<file path="config.mk">
export PLATFORM = sky130hd
export DESIGN_NAME = sdr_tx
export DESIGN_NICKNAME = d
export VERILOG_FILES = /design/src/rtl/sdr_tx_pkg.sv /design/src/rtl/sdr_tx_fifo2.sv /design/src/rtl/sdr_tx.sv
export SDC_FILE = /design/constraint.sdc
export NUM_CORES = 1
export LEC_CHECK = 0
export ABC_CLOCK_PERIOD_IN_PS = 5200
export CAP_MARGIN = 20
export CORE_MARGIN = 2
export CORE_UTILIZATION = 51
export CTS_CLUSTER_SIZE = 12
export DETAILED_ROUTE_END_ITERATION = 7
export PLACE_DENSITY_LB_ADDON = 0.2
export SETUP_SLACK_MARGIN = 0.1
export SLEW_MARGIN = 20
export SYNTH_ARGS = -nofsm -noshare
export SYNTH_HDL_FRONTEND = slang
export SYNTH_SLANG_ARGS = --single-unit
</file>
<file path="constraint.sdc">
create_clock -name i_sclk -period 5.2 [get_ports i_sclk]
set_input_delay 1.04 -clock i_sclk [delete_from_list [all_inputs] [get_ports i_sclk]]
set_output_delay 1.04 -clock i_sclk [all_outputs]
set_load 0.01 [all_outputs]
</file>
<file path="src/rtl/sdr_tx_pkg.sv">
// sdr_tx_pkg: shared FSM type, default patterns and oe timing limits for the sdr transmit path.
package sdr_tx_pkg;

    typedef enum logic [2:0] {
        ST_IDLE,
        ST_LEAD,
        ST_DATA,
        ST_TAIL,
        ST_TRAIN
    } state_t;

    localparam logic [7:0] DEF_IDLE_PATTERN  = 8'h00;
    localparam logic [7:0] DEF_TRAIN_PATTERN = 8'hA5;
    localparam int         DEF_OE_LEAD       = 2;
    localparam int         DEF_OE_TAIL       = 2;

    // The lead/tail counters are 4 bits wide, and at least one lead cycle is needed for turnaround.
    function automatic bit oe_cfg_ok(input int lead, input int tail);
        return (lead >= 1) && (lead <= 15) && (tail >= 0) && (tail <= 15);
    endfunction

endpackage

</file>
<file path="src/rtl/sdr_tx_fifo2.sv">
// sdr_tx_fifo2: 2-entry skid FIFO between the beat interface and the pad output register.
module sdr_tx_fifo2 #(
    parameter int WIDTH = 8
) (
    input  logic             i_sclk,
    input  logic             i_rst_n,
    input  logic             i_push,
    input  logic [WIDTH-1:0] i_data,
    input  logic             i_pop,
    output logic [WIDTH-1:0] o_head,
    output logic [1:0]       o_count
);

    logic [WIDTH-1:0] r_mem [2];
    logic             r_wr;
    logic             r_rd;
    logic [1:0]       r_count;
    logic             w_push;
    logic             w_pop;

    assign w_push  = i_push && (r_count != 2'd2);
    assign w_pop   = i_pop && (r_count != 2'd0);
    assign o_head  = r_mem[r_rd];
    assign o_count = r_count;

    always_ff @(posedge i_sclk or negedge i_rst_n) begin
        if (!i_rst_n) begin
            r_wr    <= 1'b0;
            r_rd    <= 1'b0;
            r_count <= 2'd0;
        end else begin
            r_wr    <= r_wr ^ w_push;
            r_rd    <= r_rd ^ w_pop;
            r_count <= r_count + {1'b0, w_push} - {1'b0, w_pop};
        end
    end

    // Payload needs no reset; a reset empties the FIFO through the pointers and count.
    always_ff @(posedge i_sclk) begin
        if (w_push) r_mem[r_wr] <= i_data;
    end

endmodule

</file>
<file path="src/rtl/sdr_tx.sv">
// sdr_tx: single-data-rate transmit path with oe turnaround and true/inverted training bursts.
// q and oe come straight from flops so they can pack into the IO output registers.
module sdr_tx
    import sdr_tx_pkg::*;
#(
    parameter int               WIDTH         = 8,
    parameter logic [WIDTH-1:0] IDLE_PATTERN  = WIDTH'(DEF_IDLE_PATTERN),
    parameter logic [WIDTH-1:0] TRAIN_PATTERN = WIDTH'(DEF_TRAIN_PATTERN),
    parameter int               OE_LEAD       = DEF_OE_LEAD,
    parameter int               OE_TAIL       = DEF_OE_TAIL
) (
    input  logic             i_sclk,
    input  logic             i_rst_n,
    input  logic [WIDTH-1:0] i_tx_data,
    input  logic             i_tx_valid,
    output logic             o_tx_ready,
    input  logic             i_train_req,
    input  logic [7:0]       i_train_len,
    output logic             o_train_done,
    output logic             o_busy,
    output logic [WIDTH-1:0] o_q,
    output logic             o_oe
);

    localparam logic [3:0] LEAD_N = 4'(OE_LEAD);
    localparam logic [3:0] TAIL_N = 4'(OE_TAIL);

    if (!oe_cfg_ok(OE_LEAD, OE_TAIL)) begin : g_bad_oe_cfg
        $fatal(1, "sdr_tx: OE_LEAD must be 1..15 and OE_TAIL 0..15");
    end

    state_t           r_state;
    state_t           w_next;
    logic [3:0]       r_cnt;
    logic [3:0]       w_cnt;
    logic [7:0]       r_tcnt;
    logic [7:0]       w_tcnt;
    logic [7:0]       r_tlen;
    logic [7:0]       w_tlen;
    logic [7:0]       w_tidx;
    logic             w_tbeat;
    logic             r_pending;
    logic             w_pending;
    logic             r_run;
    logic             w_train;
    logic             w_fifo_ne;
    logic [1:0]       w_count;
    logic [WIDTH-1:0] w_head;
    logic             w_push;
    logic             w_pop;
    logic [WIDTH-1:0] w_q;
    logic             w_oe;
    logic             w_done;
    logic [WIDTH-1:0] r_q;
    logic             r_oe;
    logic             r_done;

    // r_run keeps tx_ready low until the first edge after reset release.
    assign o_tx_ready   = r_run && (w_count != 2'd2) && (r_state != ST_TRAIN) && !r_pending;
    assign o_busy       = (r_state != ST_IDLE) || w_fifo_ne;
    assign o_q          = r_q;
    assign o_oe         = r_oe;
    assign o_train_done = r_done;
    assign w_push       = i_tx_valid && o_tx_ready;
    assign w_fifo_ne    = (w_count != 2'd0);
    assign w_train      = i_train_req || r_pending;

    sdr_tx_fifo2 #(.WIDTH(WIDTH)) u_fifo (
        .i_sclk  (i_sclk),
        .i_rst_n (i_rst_n),
        .i_push  (w_push),
        .i_data  (i_tx_data),
        .i_pop   (w_pop),
        .o_head  (w_head),
        .o_count (w_count)
    );

    always_ff @(posedge i_sclk or negedge i_rst_n) begin
        if (!i_rst_n) begin
            r_state   <= ST_IDLE;
            r_cnt     <= 4'd0;
            r_tcnt    <= 8'd0;
            r_tlen    <= 8'd0;
            r_pending <= 1'b0;
            r_run     <= 1'b0;
        end else begin
            r_state   <= w_next;
            r_cnt     <= w_cnt;
            r_tcnt    <= w_tcnt;
            r_tlen    <= w_tlen;
            r_pending <= w_pending;
            r_run     <= 1'b1;
        end
    end

    // r_cnt counts lead/tail cycles already driven; r_tcnt counts training beats already driven.
    always_comb begin
        w_tidx = (r_state == ST_TRAIN) ? r_tcnt : 8'd0;
        w_tlen = (r_state == ST_TRAIN) ? r_tlen : i_train_len;
        w_next = r_state;
        case (r_state)
            ST_IDLE:  w_next = w_train ? ST_TRAIN : (w_fifo_ne ? ST_LEAD : ST_IDLE);
            ST_LEAD:  w_next = (r_cnt == LEAD_N) ? ST_DATA : ST_LEAD;
            ST_DATA:  w_next = w_fifo_ne ? ST_DATA : ((OE_TAIL == 0) ? ST_IDLE : ST_TAIL);
            ST_TAIL:  w_next = w_fifo_ne ? ST_DATA : ((r_cnt == TAIL_N) ? ST_IDLE : ST_TAIL);
            ST_TRAIN: w_next = (r_tcnt == r_tlen) ? ST_IDLE : ST_TRAIN;
            default:  w_next = ST_IDLE;
        endcase
        w_tbeat   = (w_next == ST_TRAIN) && (w_tidx != w_tlen);
        w_tcnt    = w_tidx + 8'(w_tbeat);
        w_cnt     = (w_next != r_state) ? 4'd1 :
                    ((w_next == ST_LEAD) || (w_next == ST_TAIL)) ? r_cnt + 4'd1 : r_cnt;
        w_pending = (r_pending || (i_train_req && (r_state != ST_IDLE) && (r_state != ST_TRAIN)))
                    && (w_next != ST_TRAIN);
    end

    always_comb begin
        w_pop  = w_fifo_ne && (w_next == ST_DATA);
        w_oe   = (w_next != ST_IDLE);
        w_done = (r_state == ST_TRAIN) && (w_next == ST_IDLE);
        w_q    = w_pop ? w_head :
                 w_tbeat ? (w_tidx[0] ? ~TRAIN_PATTERN : TRAIN_PATTERN) : IDLE_PATTERN;
    end

    always_ff @(posedge i_sclk or negedge i_rst_n) begin
        if (!i_rst_n) begin
            r_q    <= IDLE_PATTERN;
            r_oe   <= 1'b0;
            r_done <= 1'b0;
        end else begin
            r_q    <= w_q;
            r_oe   <= w_oe;
            r_done <= w_done;
        end
    end

endmodule

</file>
==> results.sh, run 1 <==
export IMPL_status="complete, no violations"
export IMPL_fin_worst_skew_ps=9.81
export IMPL_fmax_mhz=289
export IMPL_port_buffers=31
export IMPL_fin_tns_setup_ps=0
export IMPL_synth_top_cell_area_share_pct=40.5
export IMPL_cts_setup_buffers=0
export IMPL_final_common_cell="dfrtp_1"
export IMPL_antenna_found_initial=0
export IMPL_critPathBufInv=1
export IMPL_fill_cells=366
export IMPL_hold_class="register to register"
export IMPL_cap_violations=0
export IMPL_p_leak_nw=1.20
export IMPL_setup_viol=0
export IMPL_wl_um=4170
export IMPL_worstPathArrival_ps=2420
export IMPL_place_inst=286
export IMPL_end_kind="primary output"
export IMPL_slew_violations=0
export IMPL_drive_above_1_share_pct=4.55
export IMPL_root_buffer="clkbuf_8"
export IMPL_ant_nets=0
export IMPL_startpoint_type="register"
export IMPL_crit_chain="or2_4 -> nor2_1 -> a2111oi_0 -> clkdlybuf4s50_1"
export IMPL_hold_viol_final=0
export IMPL_worstSetupPathType="register to primary output"
export IMPL_die_w_um=72.7
export IMPL_synth_area_leaders="dfrtp_1, edfxtp_1, ha_1"
export IMPL_synth_avg_cell_area_um2=11.6
export IMPL_synthesis_area_um2=2410
export IMPL_cts_hold_buf=0
export IMPL_ir_drop_v=0.000178
export IMPL_fin_crit_sh_pct=66.6
export IMPL_grt_max_degree=40
export IMPL_synthCells=208
export IMPL_tritoncts="yes"
export IMPL_worstPathMaxFanout=13
export IMPL_wl_per_cell_um=14.2
export IMPL_clk_pin_slew_worst_paths_ps=100
export IMPL_ys_seq_area_share_pct=60.5
export IMPL_track_usage_pct=17.7
export IMPL_slowest_delay_ps=610
export IMPL_ys_types=37
export IMPL_crit_family="simple AND/OR/NAND/NOR gates"
export IMPL_vias=1579
export IMPL_hold_path_depth=2
export IMPL_drc=0
export IMPL_gp_congestion=0.822
export IMPL_layout_cells_non_filler=294
export IMPL_fp_dieArea_um2=5290
export IMPL_io_pins=32
export IMPL_drtPass1Iterations=4
export IMPL_cts_buffers=5
export IMPL_cp_depth=4
export IMPL_grt_setup_unrepaired="no"
export IMPL_cpMaxStageDelayCell="nor2_1"
export IMPL_h_tree_depth=2
export IMPL_initial_core_util_pct=54.2
export IMPL_grt_overflow_total=0
export IMPL_slew_headroom_pct=41.5
export IMPL_diodes=0
export IMPL_first_iter_violations=163
export IMPL_rows=24
export IMPL_mostFrequentLayoutCells="dfrtp_1, clkdlybuf4s50_1, nand2_1"
export IMPL_cp_required_ps=4160
export IMPL_grt_pass1_vias=1542
export IMPL_fin_nets=270
export IMPL_postCtsResizedCells=0
export IMPL_period_minus_slack_ps=3460
export IMPL_ys_ff_latch=55
export IMPL_synth_top_area_cell="dfrtp_1"
export IMPL_cts_max_path_buffers=2
export IMPL_area_delta_synth_final_pct=18.8
export IMPL_rr_worst_depth=9
export IMPL_powerDensity_nw_per_um2=262
export IMPL_grt_pass1_wl_um=7080
export IMPL_worstMarginPinSlew_ps=877
export IMPL_yosysWarnings=0
export IMPL_hpwlAfterDp_um=2910
export IMPL_power_uw=748
export IMPL_synth_nets=237
export IMPL_vias_per_cell=5.37
export IMPL_insertion_delay_ps=310
export IMPL_die_h_um=72.7
export IMPL_clock_sinks=55
export IMPL_coreArea_um2=4440
## per-layer routing
| layer | wire (µm) | part of all wire, % | GRT usage (%) | vias to the layer above |
|---|---|---|---|---|
| met4 | 59 | 1.4 | 6.17 | 0 |
| met5 | 0 | 0 | 0 | - |
| met3 | 149 | 3.6 | 4.42 | 4 |
| li1 | - | - | - | 783 |
| met1 | 1940 | 46 | 23.3 | 761 |
| met2 | 2030 | 49 | 28.8 | 31 |
## path summary, 6_finish.rpt
check | to | slack, ps | from
max in group asynchronous | r_tcnt[1] | 3810 | i_rst_n
min in group asynchronous | r_cnt[3] | 840 | i_rst_n
worst min-delay path | r_tlen[3] | 490 | r_tlen[3]
worst max-delay path | o_tx_ready | 1740 | r_state[1]
worst max register to register | r_tcnt[6] | 2080 | r_state[1]
worst min register to register | r_tlen[3] | 490 | r_tlen[3]
## flip-flops by register name (all words and copies together) (netlist names)
| register | flops |
|---|---|
| u_fifo.r_mem | 16 |
| o_q | 8 |
| r_tcnt | 8 |
| r_tlen | 8 |
| r_cnt | 4 |
| r_state | 3 |
| u_fifo.o_count | 2 |
| o_oe | 1 |
| o_train_done | 1 |
| r_pending | 1 |
| r_run | 1 |
| u_fifo.r_rd | 1 |
| u_fifo.r_wr | 1 |
## synthesized netlist by cell type (all sizes together)
cell      n
and4bb    1
and3      3
a2111oi   1
nand3     6
edfxtp   16
nand2    29
nor4b     1
nand2b    1
xnor2    11
inv      11
clkbuf    1
xor2      6
nor2     13
and2      1
nand4     2
nor3      4
or2       2
nor3b     1
ha        9
a31oi     1
o21ai     8
a311oi    1
buf       4
or4       5
a21oi    13
mux2i     8
o211a     1
a22oi     2
a21o      1
dfrtp    39
o21a      2
nor4      3
conb      1
## through the flow
stage                     instance area, µm²  hold WS, ps  utilization, %  setup slack [ps]
after detailed placement                2750          480            61.9              1960
after floorplan                         2410          460               -              2560
after global placement                  2750          476            61.9              2030
after CTS                               2860          501            64.4              1740
after global routing                    2860          536            64.4              1560
final                                   2860          492            64.4              1740
## kinds of logic after synthesis
family                     after synthesis  synth area share (%)
muxes                                    8                  3.33
AOI/OAI and AO/OA                       30                  7.48
other                                    1                 0.156
DFF                                     55                  60.5
adders and majority gates                9                  4.68
buffers and inverters                   16                  2.91
and+or+nand+nor                         72                  14.8
xor gates and xnor gates                17                  6.18
## cell type report
class / count / area, µm² / share of cell area (%)
inverter: 11 / 41.3 / 1.44
timing repair buffer: 31 / 305 / 10.7
multi-input combinational: 137 / 881 / 30.8
clock buffer: 6 / 72.6 / 2.54
sequential: 55 / 1460 / 50.9
tap: 52 / 65.1 / 2.27
clock inverter: 2 / 38.8 / 1.36
## where the power goes
| group | total (mW) | internal [mW] | switching [mW] |
|---|---|---|---|
| sequential | 0.445 | 0.445 | 0.0000797 |
| combinational | 0.0218 | 0.0125 | 0.00936 |
| clock | 0.281 | 0.146 | 0.136 |
| total | 0.748 | 0.603 | 0.145 |
## tightest hold or removal path, stage by stage, from the launching register on
cell	delay [ps]
dfrtp_1	360
nand2_1	60
nand2_1	50
No activity file was read; power rests on OpenSTA's default activity.
==> run 2: changes to the inputs <==
Settings changed: ABC_CLOCK_PERIOD_IN_PS 5200 to 3300.
Clock period 5.2 ns to 3.3 ns, I/O delays scaled along.
==> run 2 against run 1 <==
Against the previous run: register-to-register slack worse by 1400 ps; sequential power up 58%; critical path depth unchanged; count of clock-buffer cells in the layout unchanged; clock skew down 3.3 ps; die area unchanged; critical endpoint unchanged; worst hold slack worse by 48 ps; combinational power up 58%; total power up 48%.
==> results.sh, run 2 (synthesized netlist as in run 1, its figures left out) <==
export IMPL_p_seq_share_pct=63.5
export IMPL_h_tree_depth=2
export IMPL_clk_pin_slew_worst_paths_ps=100
export IMPL_powerDensity_nw_per_um2=388
export IMPL_antenna_found_initial=0
export IMPL_fill_cells=373
export IMPL_mostFrequentLayoutCells="dfrtp_1, clkdlybuf4s50_1, nand2_1"
export IMPL_clock_sinks=55
export IMPL_place_inst=287
export IMPL_slew_violations=0
export IMPL_insertion_delay_ps=310
export IMPL_die_w_um=72.7
export IMPL_p_sw_uw=231
export IMPL_tritoncts="yes"
export IMPL_layout_cells_non_filler=295
export IMPL_diodes=0
export IMPL_worstPathMaxFanout=9
export IMPL_worstPathArrival_ps=2260
export IMPL_hold_class="input pin to async pin"
export IMPL_postCtsResizedCells=0
export IMPL_ant_nets=0
export IMPL_cp_required_ps=2640
export IMPL_coreArea_um2=4440
export IMPL_largest_reg_flops=16
export IMPL_gp_congestion=0.795
export IMPL_combinationalPowerShare_pct=3.1
export IMPL_fin_worst_skew_ps=6.56
export IMPL_area_delta_synth_final_pct=18.2
export IMPL_drtPass1Iterations=4
export IMPL_vias_per_cell=5.52
export IMPL_final_common_cell="dfrtp_1"
export IMPL_worstMarginPinSlew_ps=839
export IMPL_worstSetupPathType="register to primary output"
export IMPL_wl_um=4230
export IMPL_io_pins=32
export IMPL_grt_max_degree=40
export IMPL_postLayoutCellArea_um2=2850
export IMPL_fin_tns_setup_ps=0
export IMPL_cap_violations=0
export IMPL_first_iter_violations=80
export IMPL_hold_viol_final=0
export IMPL_root_buffer="clkbuf_8"
export IMPL_end_kind="primary output"
export IMPL_initial_core_util_pct=54.2
export IMPL_fin_crit_sh_pct=88.3
export IMPL_vias=1628
export IMPL_top_register="u_fifo.r_mem"
export IMPL_ir_drop_v=0.000306
export IMPL_setup_viol=0
export IMPL_grt_pass1_vias=1553
export IMPL_fmax_mhz=343
export IMPL_grt_setup_unrepaired="no"
export IMPL_status="complete, no violations"
export IMPL_multi_input_area_um2=881
export IMPL_fp_dieArea_um2=5290
export IMPL_slew_headroom_pct=44.1
export IMPL_drive_above_1_share_pct=4.94
export IMPL_port_buffers=31
export IMPL_die_h_um=72.7
export IMPL_cts_setup_buffers=0
export IMPL_startpoint_type="register"
export IMPL_place_area_um2=2760
export IMPL_track_usage_pct=17.7
export IMPL_rows=24
export IMPL_internal_power_uw=874
export IMPL_switching_share_pct=20.9
export IMPL_cts_hold_buf=0
export IMPL_p_leak_nw=1.19
export IMPL_wl_per_cell_um=14.3
export IMPL_drc=0
export IMPL_cts_buffers=5
export IMPL_rr_worst_depth=9
export IMPL_cts_max_path_buffers=2
export IMPL_clockPowerShare_pct=33.4
export IMPL_grt_pass1_wl_um=7100
export IMPL_ff_latch_area_um2=1460
export IMPL_period_minus_slack_ps=2920
export IMPL_hpwlAfterDp_um=2990
export IMPL_grt_overflow_total=0
export IMPL_fin_nets=271
==> run 2: changes by cell type in the layout (fill, tap and decap cells not counted) <==
cell / previous run / this run
clkinvlp_4: 0 / 1
bufinv_16: 1 / 0
buf_4: 0 / 1
==> run 2: layer usage <==
metal	vias up	track usage [%]	part of all wire, %
li1	794	-	-
met4	0	5.56	1.4
met3	6	4.70	3.9
met2	36	29.9	50
met5	-	0	0
met1	792	22.4	45
==> run 2: per-stage QoR <==
step                      total power, mW  util [%]  worst slack [ps]  hold slack, ps
after floorplan                     0.717         -              1040             364
after global placement              0.750      62.0               514             475
after detailed placement            0.751      62.0               431             478
after CTS                            1.12      64.0               374             477
after global routing                 1.15      64.0               248             510
final                                1.11      64.0               385             445
==> run 2: final cells by class <==
| cell class | instances | area share, % |
|---|---|---|
| well taps | 52 | 2.29 |
| clock buffers | 6 | 2.55 |
| flip-flops and latches | 55 | 51.2 |
| multi-input cells | 137 | 31.0 |
| inverters | 11 | 1.45 |
| repair buffers | 32 | 11.0 |
| clock inverters | 2 | 0.572 |
==> run 2: critical path: stages (launching register included) <==
cell	delay [ps]
dfrtp_1	500
or2_4	200
nor2_1	60
a2111oi_0	520
clkdlybuf4s50_1	660
==> run 2: path summary, 6_finish.rpt <==
| check | from | to | slack, ps |
|---|---|---|---|
| hold reg to reg | r_tlen[2] | r_tlen[2] | 490 |
| setup / recovery | r_state[1] | o_tx_ready | 380 |
| min in group i_sclk | r_tlen[2] | r_tlen[2] | 490 |
| hold / removal | i_rst_n | r_state[1] | 440 |
| setup reg to reg | r_tcnt[3] | r_tcnt[6] | 640 |
| max in group asynchronous | i_rst_n | o_q[6] | 2330 |
==> run 2: power groups by stage <==
| stage | clock network, mW | registers (mW) | logic, mW |
|---|---|---|---|
| 2_1_floorplan | 0 | 0.716 | 0.00148 |
| 3_3_place_gp | 0 | 0.715 | 0.0343 |
| 3_5_place_dp | 0 | 0.715 | 0.0353 |
| 4_1_cts | 0.384 | 0.701 | 0.0354 |
| 5_1_grt | 0.407 | 0.702 | 0.0387 |
| 6_report | 0.369 | 0.701 | 0.0345 |
==> run 3: changes to the inputs <==
Settings changed: ABC_AREA set to 1, CAP_MARGIN 20 to 30.
==> run 3 against run 2 <==
Against the previous run: combinational power rose to 29 times the previous value; core utilization is 0.95 points lower; highest routed layer unchanged; worst hold slack worse by 170 ps; fmax increased by 7.7%; largest cell class unchanged; first-iteration DRC count rose by 54%.
==> results.sh, run 3 <==
export IMPL_hold_class="input pin to async pin"
export IMPL_ant_nets=0
export IMPL_fin_nets=381
export IMPL_startpoint_type="register"
export IMPL_die_h_um=76.4
export IMPL_vias=1982
export IMPL_coreArea_um2=5070
export IMPL_postLayoutCellArea_um2=3200
export IMPL_end_kind="primary output"
export IMPL_drive_above_1_share_pct=7.65
export IMPL_fin_ws_ps=592
export IMPL_worstPathArrival_ps=2050
export IMPL_io_pins=32
export IMPL_ys_ff_latch=55
export IMPL_synth_top_cell_area_share_pct=36.5
export IMPL_cp_required_ps=2640
export IMPL_vias_per_cell=4.69
export IMPL_place_area_um2=3050
export IMPL_ys_seq_area_share_pct=54.4
export IMPL_synth_avg_cell_area_um2=8.47
export IMPL_setup_viol=0
export IMPL_h_tree_depth=2
export IMPL_synth_edff_count=16
export IMPL_rr_endpoint="r_tcnt[6]"
export IMPL_yosysWarnings=0
export IMPL_mostFrequentLayoutCells="nand2_1, inv_1, dfrtp_1"
export IMPL_drc=0
export IMPL_largest_reg_flops=16
export IMPL_synth_area_leaders="dfrtp_1, edfxtp_1, nand2_1"
export IMPL_wl_um=4850
export IMPL_postCtsResizedCells=0
export IMPL_layout_cells_non_filler=423
export IMPL_cap_violations=0
export IMPL_port_buffers=31
export IMPL_synth_common_cells="nand2_1, inv_1, dfrtp_1, nor2_1, edfxtp_1"
export IMPL_synth_top_area_cell="dfrtp_1"
export IMPL_powerDensity_nw_per_um2=768
export IMPL_ys_types=33
export IMPL_ys_flop_type="dfrtp_1"
export IMPL_area_delta_synth_final_pct=19.6
export IMPL_p_leak_nw=1.58
export IMPL_r2r_start="r_state[0]"
export IMPL_cp_endpoint="o_tx_ready"
export IMPL_cts_max_path_buffers=2
export IMPL_clock_sinks=55
export IMPL_initial_core_util_pct=52.7
export IMPL_grt_pass1_wl_um=8520
export IMPL_diodes=0
export IMPL_clk_pin_slew_worst_paths_ps=100
export IMPL_gp_congestion=0.784
export IMPL_drtPass1Iterations=4
export IMPL_cts_buffers=5
export IMPL_final_common_cell="nand2_1"
export IMPL_period_minus_slack_ps=2710
export IMPL_worstSetupPathType="register to primary output"
export IMPL_startpoint="r_state[1]"
export IMPL_tritoncts="yes"
export IMPL_track_usage_pct=18.7
export IMPL_async_flop_share_pct=70.9
export IMPL_status="complete, no violations"
export IMPL_synth_nets=345
export IMPL_pre_cts_slack_ps=663
export IMPL_worstPathMaxFanout=13
export IMPL_cts_hold_buf=0
export IMPL_wl_per_cell_um=11.5
export IMPL_slew_violations=0
export IMPL_top_register="u_fifo.r_mem"
export IMPL_place_inst=414
export IMPL_fmax_mhz=369
export IMPL_synthCells=316
export IMPL_hold_viol_final=0
export IMPL_ir_drop_v=0.000350
export IMPL_root_buffer="clkbuf_8"
export IMPL_fp_dieArea_um2=5840
export IMPL_fin_worst_skew_ps=4.49
export IMPL_power_mw=2.46
export IMPL_insertion_delay_ps=310
export IMPL_hpwlAfterDp_um=3610
export IMPL_rr_worst_depth=14
export IMPL_grt_overflow_total=0
export IMPL_synth_most_common_cell="nand2_1"
export IMPL_first_iter_violations=123
export IMPL_grt_max_degree=40
export IMPL_grt_setup_unrepaired="no"
export IMPL_fin_tns_setup_ps=0
export IMPL_fin_crit_sh_pct=82.1
export IMPL_cts_setup_buffers=0
export IMPL_grt_pass1_vias=1901
export IMPL_antenna_found_initial=0
export IMPL_ff2ff_setup_slack_ps=790
export IMPL_synthesis_area_um2=2680
export IMPL_die_w_um=76.4
export IMPL_rows=26
==> run 3: cell types whose count changed in the layout (fill, tap and decap cells not counted), sizes merged, moves of 6 or more <==
cell   delta
inv      +42
xnor2     -8
nor2     +14
a21oi     -9
nand2    +92
nand3     +6
mux2i     -8
==> run 3: stage by stage <==
stage	hold WS [ps]	util [%]
finish	276	63.1
global route	285	63.1
CTS	472	62.5
detailed placement	502	60.2
global placement	493	60.2
floorplan	364	-
==> run 3: cell families after synthesis <==
group / count (synthesis) / share of synthesized area, %
flops: 55 / 54.4
other cells: 1 / 0.140
fa+ha+maj: 9 / 4.21
xor+xnor: 7 / 2.29
buf+inv: 57 / 8.33
simple gates: 169 / 26.8
compound gates: 18 / 3.84
==> run 3: worst min-delay path by stage <==
stage               startpoint   endpoint  cells past startpoint
floorplan              i_rst_n       o_oe                      0
global placement     r_tcnt[4]  r_tcnt[4]                      1
detailed placement   r_tcnt[4]  r_tcnt[4]                      1
CTS                    i_rst_n  r_tlen[0]                      1
global route           i_rst_n   r_cnt[3]                      1
finish                 i_rst_n   r_cnt[3]                      1
==> run 3: power breakdown <==
part           internal [mW]  switching, mW
clock                  0.234          0.229
sequential             0.894          0.112
combinational          0.382          0.609
==> run 3: layout make-up <==
cell class	instances	area, µm²
Fill cell	459	1870
Tap cell	70	87.6
Timing Repair Buffer	33	340
Inverter	53	201
Clock buffer	5	68.8
Clock inverter	3	50.0
Sequential cell	55	1460
Multi-Input combinational cell	204	996
==> run 3: critical path, stage by stage, from the launching register on <==
cell,delay (ps)
dfrtp_1,420
inv_2,60
nand3_2,250
inv_2,190
a211oi_2,230
clkdlybuf4s50_1,580
==> run 3: routing by layer <==
metal  up-vias  track usage [%]  share of wire, %
met2        29             29.4                46
li1       1042                -                 -
met4         0             7.45               1.5
met1       904             25.1                50
met3         7             4.50               2.8
met5         -                0                 0
